[config.mk]
export PLATFORM = sky130hd
export DESIGN_NAME = hc_sr04_sensor_emu
export DESIGN_NICKNAME = d
export VERILOG_FILES = /design/src/rtl/hc_sr04_sensor_emu.sv
export SDC_FILE = /design/constraint.sdc
export NUM_CORES = 1
export LEC_CHECK = 0
export CORE_AREA = 2 2 171 173
export CTS_CLUSTER_SIZE = 25
export DETAILED_ROUTE_END_ITERATION = 10
export DIE_AREA = 0 0 173 175
export SYNTH_ARGS = -nofsm -noshare
export SYNTH_HDL_FRONTEND = slang
export SYNTH_SLANG_ARGS = --single-unit
export TNS_END_PERCENT = 20
[constraint.sdc]
create_clock -name clk -period 6 [get_ports clk]
set_input_delay 1.2 -clock clk [delete_from_list [all_inputs] [get_ports clk]]
set_output_delay 1.2 -clock clk [all_outputs]
set_load 0.005 [all_outputs]
[src/rtl/hc_sr04_sensor_emu.sv]
// hc_sr04_sensor_emu: responder side of the HC-SR04 trig/echo interface.
// It accepts a trig pulse that is at least TRIG_MIN cycles long, waits for the burst delay,
// and then holds echo high for dist_cm * CYC_PER_CM cycles. If dist_cm is 0 or above
// MAX_CM, echo is held high for TIMEOUT_CYC cycles instead.
// Latency: echo rises BURST_CYC+2 edges after the first edge that samples trig low at the pin.
// Backpressure: none; a trig that arrives during BURST/ECHO/HOLDOFF is ignored.
// Optional feature macro: HC_SR04_JITTER_EN. When it is defined, an LFSR adds
// -2^(JITTER_W-1)..2^(JITTER_W-1)-1 cycles to every in-range echo width.
// Ports:
//   clk, rst         clock and synchronous active-high reset
//   trig_i           asynchronous trigger from the ranging controller
//   dist_cm_i        emulated target distance in cm, sampled when trig is accepted
//   echo_o           echo pulse
//   busy_o           high whenever the FSM is not idle
//   done_o           1-cycle pulse on the first cycle that echo is low again
//   short_trig_o     1-cycle pulse when a trig shorter than TRIG_MIN is rejected
//   out_of_range_o   latched flag: the last accepted distance was 0 or above MAX_CM
module hc_sr04_sensor_emu #(
  parameter int unsigned DIST_W      = 12,
  parameter int unsigned TRIG_MIN    = 1000,
  parameter int unsigned BURST_CYC   = 20000,
  parameter int unsigned CYC_PER_CM  = 5882,
  parameter int unsigned MAX_CM      = 400,
  parameter int unsigned TIMEOUT_CYC = 3800000,
  parameter int unsigned HOLDOFF_CYC = 1000000
`ifdef HC_SR04_JITTER_EN
  , parameter int unsigned JITTER_W  = 4
`endif
) (
  input  logic              clk,
  input  logic              rst,
  input  logic              trig_i,
  input  logic [DIST_W-1:0] dist_cm_i,
  output logic              echo_o,
  output logic              busy_o,
  output logic              done_o,
  output logic              short_trig_o,
  output logic              out_of_range_o
);

  typedef enum logic [2:0] {
    S_IDLE,
    S_TRIG_HI,
    S_BURST,
    S_ECHO,
    S_HOLDOFF
  } state_t;

  state_t      state_q;
  logic        sync1_q, sync2_q, trig_prev_q;
  logic [31:0] tcnt_q;
  logic [31:0] cnt_q;
  logic [31:0] len_q;
  logic        echo_q, busy_q, done_q, short_q, oor_q;

  logic        trig_s;
  logic        trig_rise;
  logic        in_range;
  logic [31:0] base_len;
  logic [31:0] len_d;

  assign trig_s    = sync2_q;
  // A level that is already high when IDLE is entered does not count as an edge.
  assign trig_rise = trig_s & ~trig_prev_q;
  assign in_range  = (dist_cm_i != '0) && (32'(dist_cm_i) <= MAX_CM);
  assign base_len  = 32'(dist_cm_i) * 32'(CYC_PER_CM);

`ifdef HC_SR04_JITTER_EN
  localparam int unsigned JIT_OFS = 1 << (JITTER_W - 1);

  logic [15:0] lfsr_q;

  // This is a Galois LFSR for x^16+x^14+x^13+x^11+1. It shifts right and
  // uses the tap mask 16'hB400.
  always_ff @(posedge clk) begin
    if (rst) begin
      lfsr_q <= 16'hACE1;
    end else begin
      lfsr_q <= {1'b0, lfsr_q[15:1]} ^ (lfsr_q[0] ? 16'hB400 : 16'h0000);
    end
  end

  assign len_d = in_range ? (base_len + 32'(lfsr_q[JITTER_W-1:0]) - 32'(JIT_OFS))
                          : 32'(TIMEOUT_CYC);
`else
  assign len_d = in_range ? base_len : 32'(TIMEOUT_CYC);
`endif

  always_ff @(posedge clk) begin
    if (rst) begin
      state_q     <= S_IDLE;
      sync1_q     <= 1'b0;
      sync2_q     <= 1'b0;
      trig_prev_q <= 1'b0;
      tcnt_q      <= '0;
      cnt_q       <= '0;
      len_q       <= '0;
      echo_q      <= 1'b0;
      busy_q      <= 1'b0;
      done_q      <= 1'b0;
      short_q     <= 1'b0;
      oor_q       <= 1'b0;
    end else begin
      sync1_q     <= trig_i;
      sync2_q     <= sync1_q;
      trig_prev_q <= sync2_q;
      done_q      <= 1'b0;
      short_q     <= 1'b0;
      case (state_q)
        S_IDLE: begin
          if (trig_rise) begin
            state_q <= S_TRIG_HI;
            tcnt_q  <= 32'd1;
            busy_q  <= 1'b1;
          end
        end
        S_TRIG_HI: begin
          if (trig_s) begin
            if (tcnt_q < TRIG_MIN) tcnt_q <= tcnt_q + 32'd1;
          end else if (tcnt_q >= TRIG_MIN) begin
            // The trig is accepted here. The echo length is frozen now, so later
            // changes on dist_cm_i do not affect this measurement.
            state_q <= S_BURST;
            cnt_q   <= 32'(BURST_CYC - 1);
            len_q   <= len_d;
            oor_q   <= ~in_range;
          end else begin
            state_q <= S_IDLE;
            short_q <= 1'b1;
            busy_q  <= 1'b0;
          end
        end
        S_BURST: begin
          if (cnt_q == '0) begin
            state_q <= S_ECHO;
            echo_q  <= 1'b1;
            cnt_q   <= len_q - 32'd1;
          end else begin
            cnt_q <= cnt_q - 32'd1;
          end
        end
        S_ECHO: begin
          if (cnt_q == '0) begin
            state_q <= S_HOLDOFF;
            echo_q  <= 1'b0;
            done_q  <= 1'b1;
            cnt_q   <= 32'(HOLDOFF_CYC - 1);
          end else begin
            cnt_q <= cnt_q - 32'd1;
          end
        end
        S_HOLDOFF: begin
          if (cnt_q == '0) begin
            state_q <= S_IDLE;
            busy_q  <= 1'b0;
          end else begin
            cnt_q <= cnt_q - 32'd1;
          end
        end
        default: begin
          state_q <= S_IDLE;
          busy_q  <= 1'b0;
          echo_q  <= 1'b0;
        end
      endcase
    end
  end

  assign echo_o         = echo_q;
  assign busy_o         = busy_q;
  assign done_o         = done_q;
  assign short_trig_o   = short_q;
  assign out_of_range_o = oor_q;

endmodule

==> impl_metrics.csv <==
group,metric,value,unit
pwr,p_leak,4.449,nW
yosys,synthArstFlopShare,0,
yosys,synthesis.area_per_instance,8.568,um2
yosys,synth-edff-count,0,
global_routing,grt_pass1_wl,33.71,mm
setup_path,worstPathRequired,6230,ps
layout,fin_cells,1451,
layout,multi_input_area,0.005934,mm2
sta,finalClockSkew,9.685,ps
setup_path,path_max_fanout,4,
die,die_h,175,um
die,ios,20,
setup_path,ff2ff_setup_slack,2790,ps
clock_network,cts.sinks,99,
routing,detail-route-antenna-nets,0,
yosys,netlist.area_leader.share,0.2341,
placed_design,place_inst,1433,
die,start_util,0.2982,
setup_path,critPathTopFamily,"adder cells",
setup_path,startpoint,"dist_cm_i[3]",
global_routing,grt_antenna_before_repair,0,
clock_network,cts_made_buffers,9,
layout,utilization,0.3513,
sta,period_share,0.9628,
placed_design,portBuffers,19,
worst_hold_path,hold_class,"reg -> reg",
setup_path,reg2reg_to,"len_q[22]",
yosys,synth_area_leaders,"dfxtp_1 23%, fa_1 16%, ha_1 12%, inv_1 5.9%, nor2_1 4.5%",
sta,fin_crit,5777,ps
clock_network,clk_pin_slew,80,ps
pwr,vdd.ir_drop.worst,0.2958,mV
routing,drt_iter0_markers,288,
routing,first_pass_iters,5,
flow_run,maxCapViolCount,0,
routing,vias_per_cell,4.780,
yosys,netlist_area,0.008466,mm2
sta,setup_viol_count_final,0,
global_routing,grt_pass1_vias,6958,
sta,final_hold_viol_count,0,
setup_path,startpoint_type,"input pin",
setup_path,r2r_start,"state_q[0]",
yosys,synth_cell_types,74,
layout,area_growth,17.81,%
pwr,p_per_area,384.8,mW/mm2
setup_path,path_buf_inv,6,
setup_path,critical_path.cell_chain,"clkdlybuf4s50_1 -> inv_1 -> fa_1 -> inv_1 -> ha_1 -> fa_1 -> inv_1 -> fa_1 -> fa_1 -> inv_1 -> ha_1 -> a211oi_2 -> o21ai_1 -> a41oi_2 -> a311oi_2 -> a2111oi_2 -> buf_4 -> xor2_1 -> a211oi_1",
layout,num-fill-cells,3006,
global_routing,track_usage,0.1342,
clock_network,insertion_delay,360,ps
yosys,yosysSeqAreaShare,0.2341,
global_routing,overflow,0,
yosys,synth_ff_type,"dfxtp_1",
setup_path,end_kind,"flip-flop",
sta,max_slew_margin,0.3087,
die,die_area,0.03028,mm2
layout,n_antenna_cell,0,
outcome,status,"completed",
routing,route.detailed.drc,0,
die,die_w,173,um
clock_network,root_buffer,"clkbuf_16",
layout,nNetsFinal,1226,
clock_network,h-tree-depth,3,
global_routing,grt_max_degree,40,
clock_network,holdBufCountCts,0,
setup_path,path_depth,19,
layout,final_layout_size_suffix_gt1_frac,0.1303,
layout,seq_area,0.001982,mm2
routing,post_drt_wl_per_cell,13.72,um
yosys,netlist_instances,988,
setup_path,crit_path_end,"len_q[21]",
setup_path,crit_path_max_incr_delay,540,ps
setup_path,rr_worst_depth,9,
die,row_count,62,
setup_path,crit_type,"in -> reg",
setup_path,crit_arrival,6000,ps
routing,wirelength,19.91,mm
placed_design,dp_hpwl,15.88,mm
sta,worst_pin_slew,1037,ps
yosys,yosysWarnings,0,
sta,slew_violations,0,
routing,vias,6936,
sta,max_freq,173.1,MHz
yosys,yosys_register_bits,99,
die,coreArea,0.02839,mm2
worst_hold_path,hold_path_depth,1,
yosys,synth_fp_nets,1152,
clock_network,tritoncts,"yes",
clock_network,cts_buffer_depth,2,
setup_path,crit_slowest_cell,"fa_1",
placed_design,finalWeightedCongestion,0.8448,
yosys,synth_top_cell_by_area,"dfxtp_1",
[power by group]
part	internal [W]	total (W)	switching, W
registers	0.000658	0.000661	0.00000249
logic	0.00132	0.00259	0.00127
clock network	0.000295	0.000587	0.000292
[cells by family (layout without fill, tap and decap cells)]
family / Yosys count / in the layout / synth area share
flip-flops: 99 / 99 / 0.2341
XOR/XNOR: 44 / 44 / 0.04552
adder cells (fa/ha/maj): 149 / 149 / 0.2787
AND/OR/NAND/NOR: 332 / 332 / 0.2102
buffers and inverters: 165 / 244 / 0.07848
AO/OA/AOI/OAI: 199 / 199 / 0.1530
[layout by cell type (no fill, tap or decap), drive strengths merged, types with 44 or more instances in the layout]
cell   count
a21oi     57
buf       77
dfxtp     99
fa        66
ha        83
inv      136
nand2     44
nor2     104
nor3      46
o21ai     57
[sequential cells by signal, summed over array words and instances (netlist names)]
| register | count |
|---|---|
| len_q | 24 |
| sync1_q | 1 |
| busy_o | 1 |
| done_o | 1 |
| sync2_q | 1 |
| out_of_range_o | 1 |
| trig_prev_q | 1 |
| echo_o | 1 |
| tcnt_q | 32 |
| cnt_q | 32 |
| short_trig_o | 1 |
| state_q | 3 |
[through the flow]
step / power [W] / setup WS (ps) / hold slack [ps] / setup TNS, ps / instance area [um2]
finish: 0.003838 / 223.5 / 440.1 / 0 / 9973
global route: 0.004251 / -56.90 / 475.9 / -56.90 / 9973
CTS: 0.003649 / 22.73 / 444.1 / 0 / 9842
detailed placement: 0.003016 / -461.5 / 425.4 / -2529 / 9527
global placement: 0.003006 / -410.9 / 418.0 / -2064 / 9527
floorplan: 0.002222 / 217.5 / 413.8 / 0 / 8466
[final cells by class]
cell class	instances	area share
Tap cell	384	0.04817
Clock buffer	9	0.02258
Clock inverter	7	0.007778
Sequential cell	99	0.1987
Timing Repair Buffer	95	0.07766
Multi-Input combinational cell	724	0.5950
Inverter	133	0.05006
[synthesized netlist by cell type, types with 6 or more instances]
library cell  number
a211oi_1          21
a21oi_1           55
a22oi_1            9
a31oi_1            9
and2_1            22
and3_1            12
clkbuf_1          19
dfxtp_1           99
fa_1              66
ha_1              83
inv_1            132
nand2_1           42
nand2b_1           9
nand3_1           17
nor2_1           102
nor2b_1            8
nor3_1            41
nor4_1            25
o21a_1             7
o21ai_0           38
o21ai_1           18
or3_1             13
or4_1              6
xnor2_1           22
xor2_1            22
[per-layer routing]
metal | share of wire | track usage | vias to the layer above
met2 | 0.47 | 0.2255 | 96
li1 | - | - | 3539
met5 | 0 | 0 | -
met3 | 0.025 | 0.01284 | 30
met4 | 0.025 | 0.05155 | 0
met1 | 0.48 | 0.1784 | 3271
[worst min path at each step]
stage	start	end	slack [ps]
after floorplan	sync1_q	sync2_q	410
after global placement	sync1_q	sync2_q	420
after detailed placement	sync1_q	sync2_q	430
after CTS	sync1_q	sync2_q	440
after global routing	tcnt_q[13]	tcnt_q[13]	480
final	sync1_q	sync2_q	440
[timing repair]
item,in CTS,in global routing
gates resized for setup,2,28
buffers inserted,0,2
pin swaps,0,13
endpoints found under the setup margin,1,7
Note: power is estimated with default switching activity, not from simulation.
